<file path="src/rtl/instr_fetch_pkg.sv">
// Shared decode definitions: next-PC select encodings, reset vector, ALU encodings
// and the fetch FSM state type.
package instr_fetch_pkg;

   typedef enum logic [1:0] {
      NPC_PLUS4  = 2'b00,
      NPC_BRANCH = 2'b01,
      NPC_JUMP   = 2'b10,
      NPC_JR     = 2'b11
   } npc_op_e;

   localparam logic [31:0] RESET_PC = 32'h0000_3000;

   typedef enum logic [3:0] {
      ALU_ADD  = 4'h0,
      ALU_SUB  = 4'h1,
      ALU_AND  = 4'h2,
      ALU_OR   = 4'h3,
      ALU_XOR  = 4'h4,
      ALU_NOR  = 4'h5,
      ALU_SLT  = 4'h6,
      ALU_SLTU = 4'h7,
      ALU_SLL  = 4'h8,
      ALU_SRL  = 4'h9,
      ALU_SRA  = 4'hA,
      ALU_LUI  = 4'hB
   } alu_op_e;

   typedef enum logic [1:0] {
      S_IDLE = 2'b00,
      S_REQ  = 2'b01,
      S_WAIT = 2'b10,
      S_HOLD = 2'b11
   } fetch_state_e;

endpackage

</file>
<file path="src/rtl/instr_fetch_npc.sv">
// Combinational next-PC selection: sequential, PC-relative branch, pseudo-direct
// jump and register jump. All arithmetic wraps modulo 2^32.
module npc
   import instr_fetch_pkg::*;
(
   input  logic [31:0] pc_i,
   input  npc_op_e     op_i,
   input  logic [15:0] imm16_i,
   input  logic [25:0] jtarget_i,
   input  logic [31:0] regrs_i,
   output logic [31:0] npc_o
);

   logic [31:0] pc_plus4;
   logic [31:0] br_off;

   assign pc_plus4 = pc_i + 32'd4;
   assign br_off   = {{14{imm16_i[15]}}, imm16_i, 2'b00};

   always_comb begin
      npc_o = pc_plus4;
      unique case (op_i)
         NPC_PLUS4:  npc_o = pc_plus4;
         NPC_BRANCH: npc_o = pc_plus4 + br_off;
         NPC_JUMP:   npc_o = {pc_plus4[31:28], jtarget_i, 2'b00};
         NPC_JR:     npc_o = regrs_i & ~32'h3;
         default:    npc_o = pc_plus4;
      endcase
   end

endmodule

</file>
<file path="src/rtl/instr_fetch.sv">
// Instruction fetch unit: one outstanding imem request, holds the fetched word for
// the decoder. Define NPC_LINK_EN to add the LinkAddr (PC+4) output.
module instr_fetch
   import instr_fetch_pkg::*;
(
   input  logic        clk,
   input  logic        rstn,
   output logic [31:0] IAddr,
   output logic        IReq,
   input  logic        IGnt,
   input  logic [31:0] IRdata,
   input  logic        IRvalid,
   output logic [31:0] Instr,
   output logic [31:0] PC,
   output logic        InstrValid,
   input  logic        InstrReady,
   input  logic [1:0]  NPCOp,
   input  logic [15:0] Imm16,
   input  logic [25:0] JTarget,
`ifdef NPC_LINK_EN
   input  logic [31:0] RegRS,
   output logic [31:0] LinkAddr
`else
   input  logic [31:0] RegRS
`endif
);

   fetch_state_e state_q, state_d;
   logic [31:0]  pc_q, pc_d;
   logic [31:0]  instr_q, instr_d;
   logic [31:0]  npc_val;

   npc u_npc (
      .pc_i      (pc_q),
      .op_i      (npc_op_e'(NPCOp)),
      .imm16_i   (Imm16),
      .jtarget_i (JTarget),
      .regrs_i   (RegRS),
      .npc_o     (npc_val)
   );

   always_ff @(posedge clk or negedge rstn) begin
      if (!rstn) begin
         state_q <= S_IDLE;
         pc_q    <= RESET_PC;
         instr_q <= '0;
      end else begin
         state_q <= state_d;
         pc_q    <= pc_d;
         instr_q <= instr_d;
      end
   end

   // IRvalid is only honoured in WAIT, so stale responses after reset are dropped
   always_comb begin
      state_d    = state_q;
      pc_d       = pc_q;
      instr_d    = instr_q;
      IReq       = 1'b0;
      InstrValid = 1'b0;
      unique case (state_q)
         S_IDLE: state_d = S_REQ;
         S_REQ: begin
            IReq = 1'b1;
            if (IGnt) state_d = S_WAIT;
         end
         S_WAIT: begin
            if (IRvalid) begin
               instr_d = IRdata;
               state_d = S_HOLD;
            end
         end
         S_HOLD: begin
            InstrValid = 1'b1;
            if (InstrReady) begin
               pc_d    = npc_val;
               state_d = S_REQ;
            end
         end
         default: state_d = S_IDLE;
      endcase
   end

   assign IAddr = pc_q;
   assign PC    = pc_q;
   assign Instr = instr_q;

`ifdef NPC_LINK_EN
   assign LinkAddr = InstrValid ? (pc_q + 32'd4) : '0;
`endif

endmodule

</file>
<file path="config.mk">
export PLATFORM = sky130hd
export DESIGN_NAME = instr_fetch
export DESIGN_NICKNAME = d
export VERILOG_FILES = /design/src/rtl/instr_fetch_pkg.sv /design/src/rtl/instr_fetch_npc.sv /design/src/rtl/instr_fetch.sv
export SDC_FILE = /design/constraint.sdc
export NUM_CORES = 1
export LEC_CHECK = 0
export ABC_AREA = 1
export CORE_MARGIN = 2
export CORE_UTILIZATION = 48
export DETAILED_ROUTE_END_ITERATION = 10
export PLACE_DENSITY = 0.83
export SLEW_MARGIN = 20
export SYNTH_ARGS = -nofsm -noshare
export SYNTH_HDL_FRONTEND = slang
export SYNTH_SLANG_ARGS = --single-unit
export TNS_END_PERCENT = 30
</file>
<file path="constraint.sdc">
create_clock -name clk -period 3.65 [get_ports clk]
set_input_delay 0.73 -clock clk [delete_from_list [all_inputs] [get_ports clk]]
set_output_delay 0.73 -clock clk [all_outputs]
set_load 0.05 [all_outputs]
</file>
==> impl_metrics.toml <==
[cells_and_area]
num_antenna_cells = 0
area_delta_synth_final_pct = 34.7
number_of_nets_in_the_layout = 1344
share_of_post_route_cells_with_drive_strength_above_1 = 0.0777
finish.utilization = 0.665
layout.cell_area.non_filler_sq_mm = 0.00883
final_cell_mix = "nand2_1 (351), clkdlybuf4s50_1 (203), inv_1 (136)"
count_of_fill_cells_added_during_filler_insertion = 1199
layout.cells.most_common = "nand2_1"

[critical_path]
crit_path_top_delay_cell = "dfrtp_1"
timing.setup.critical_path_class = "reg -> reg"
worst_path_most_repeated_cell = "nand2_1"
cp_max_fo = 6
critical_path_required_ps = 3900
worstSetupStartpointType = "flip-flop"
critical_path.endpoint_type = "flip-flop"
path_buf_inv = 1
crit_arrival_ps = 3570
timing.critical_path.slowest_cell_delay_ps = 460
critical-path-top-delay-family = "simple AND/OR/NAND/NOR gates"
worstPathCellList = "ha_1 -> nand2_1 -> nor2_2 -> nand2_2 -> nor2_1 -> xnor2_1 -> inv_1 -> ha_1 -> nand2_1 -> nor2_1 -> nand2_1 -> nand3_1 -> nor2_1 -> o21ai_0 -> nand2_1 -> o21ai_0"

[yosys]
syn_inst = 1017
synth-simple-area-share = 0.360
ys_types = 47
synth_xor_area_frac = 0.0357
netlist_top_cells_area = "dfrtp_1 (24%), nand2_1 (20%), inv_1 (7.8%)"
synth_seq_cells = 64
synth.cell_area_sq_mm = 0.00656
async_reset_ff_frac = 1.00
combinational_family_with_the_most_area_after_synthesis = "simple AND/OR/NAND/NOR gates"
synth_compound_area_frac = 0.0937
synthDominantAreaCellType = "dfrtp_1"
synth_top_cell_area_share = 0.237
synth.yosys.seq_area_share = 0.245
proportion_of_synthesized_area_in_mux_cells = 0.0549
synth_ff_type = "dfrtp_1"
synthAdderAreaFrac = 0.0755
syn_avg_cell_area_sq_um = 6.45
synth_edf_count = 0
ys.warnings.count = 0

[sta]
grt_setup_unrepaired = "no"
setup_violations = 0
totalNegativeSetupSlack_ps = 0
final_max_slew_viol_count = 0
headroom_to_the_max_slew_limit = 0.502
fin_hold_ws_ps = 460
max_freq_ghz = 0.301
worst_slack_ps = 328
final_min_period_over_clock_period = 0.910
final_hold_viol_count = 0
min_period_ps = 3320
tightest_slew_ps = 747
clock-skew-final_ps = 3.60

[power]
p_per_area_mw_per_mm2 = 903
p_leak_nw = 4.36
ir_drop_v = 0.000858

[worst_hold_path]
hp-class = "in -> async"

[grt]
via_count_of_the_first_global_routing_pass = 6556
grt_antenna_before_repair = 0
maximum_number_of_pins_on_one_net_before_global_route_repair = 36
grt_usage = 0.297
global_route.overflow_total = 0
grt_first_pass_wirelength_microns = 33600

[floorplan]
start_util = 0.493
die_h_microns = 121
dieArea_sq_mm = 0.0146
core.rowCount = 42
die-width_microns = 121
coreArea_sq_mm = 0.0133
io-pin-count = 211

[drt]
drtPass1Iterations = 5
detail_route.wl_per_cell_microns = 15.9
initial_drc_count = 575
post_drt_via_cell_ratio = 5.18
ant_nets = 0
vias = 7114
postRouteWirelength_microns = 21800
remaining_drc_errors = 0

[place]
dpl_worst_slack_ps = 395
place.port_buffers = 204
hpwl_microns = 17500
post_dp_cell_area_sq_mm = 0.00856
final_weighted_congestion_in_routability_driven_placement = 0.933

[clock_tree]
tritoncts = "built"
insertion_delay_ps = 340
clk_path_buf_depth = 2
tritoncts.num_buffers = 9
clock_sinks = 64
cts_max_level = 3
cts_root_buf = "clkbuf_16"
cts_hold_repair.buffers = 0
cts.reportedPaths.clkPinSlew_ps = 50

[outcome]
run_status = "complete, no violations"

[job]
max_cap_viol_count = 0
-- metal layers --
layer  part of all wire  track usage
met1               0.41        0.382
met2               0.48        0.508
met3              0.082       0.0522
met4              0.023       0.0887
met5                  0            0
-- kinds of logic (layout without fill, tap and decap cells) --
kind of cell,Yosys count,count (layout)
fa+ha+maj,39,39
compound gates,104,104
flops,64,64
xor+xnor,25,25
simple gates,560,560
mux,32,32
other cells,1,4
buf+inv,192,369
-- Yosys cell counts (all sizes together), types with 5 or more instances --
master  number
a221oi      12
or2          5
a21oi       38
ha          38
nand3       69
inv        138
dfrtp       62
o21ai       35
nand4       12
xor2        18
mux2        32
buf         49
nand2      358
xnor2        7
nor2        97
nor3        13
-- sequential cells by signal, summed over array words and instances, names as in the netlist --
register / cells
Instr: 32
state_q: 2
IAddr: 30
-- path summary, 6_finish.rpt --
check                      startpoint         to  slack, ps  cells past startpoint
max in group asynchronous        rstn   IAddr[9]       2540                      2
min in group clk            Instr[31]  Instr[31]        500                      1
min                              rstn  Instr[11]        460                      1
max                          IAddr[3]  IAddr[13]        330                     16
max reg2reg                  IAddr[3]  IAddr[13]        330                     16
min reg2reg                 Instr[31]  Instr[31]        500                      1
-- final cells by class --
type	count	area (sq um)	area share
multi-input cells	764	4090	0.462
clock inverters	5	32.5	0.00368
flip-flops and latches	64	1600	0.182
clock buffers	11	243	0.0275
inverters	138	518	0.0586
well taps	176	220	0.0249
repair buffers	215	2130	0.241
-- per-stage QoR --
stage | cells | power (mW)
global placement | 1357 | 7.05
floorplan | 1020 | 5.50
finish | 1373 | 7.98
CTS | 1373 | 7.96
detailed placement | 1357 | 7.13
global route | 1373 | 8.48
-- report_power, final --
group	internal [mW]	switching (mW)	leakage, nW	total (mW)
clock	0.475	0.311	0.128	0.786
sequential	1.06	0.432	0.774	1.49
combinational	1.92	3.78	3.46	5.70
-- what timing repair did --
action,CTS,global route
setup buffers,0,0
gates resized for setup,0,1
setup endpoints to repair,0,1
Note: power is estimated with default switching activity, not from simulation.
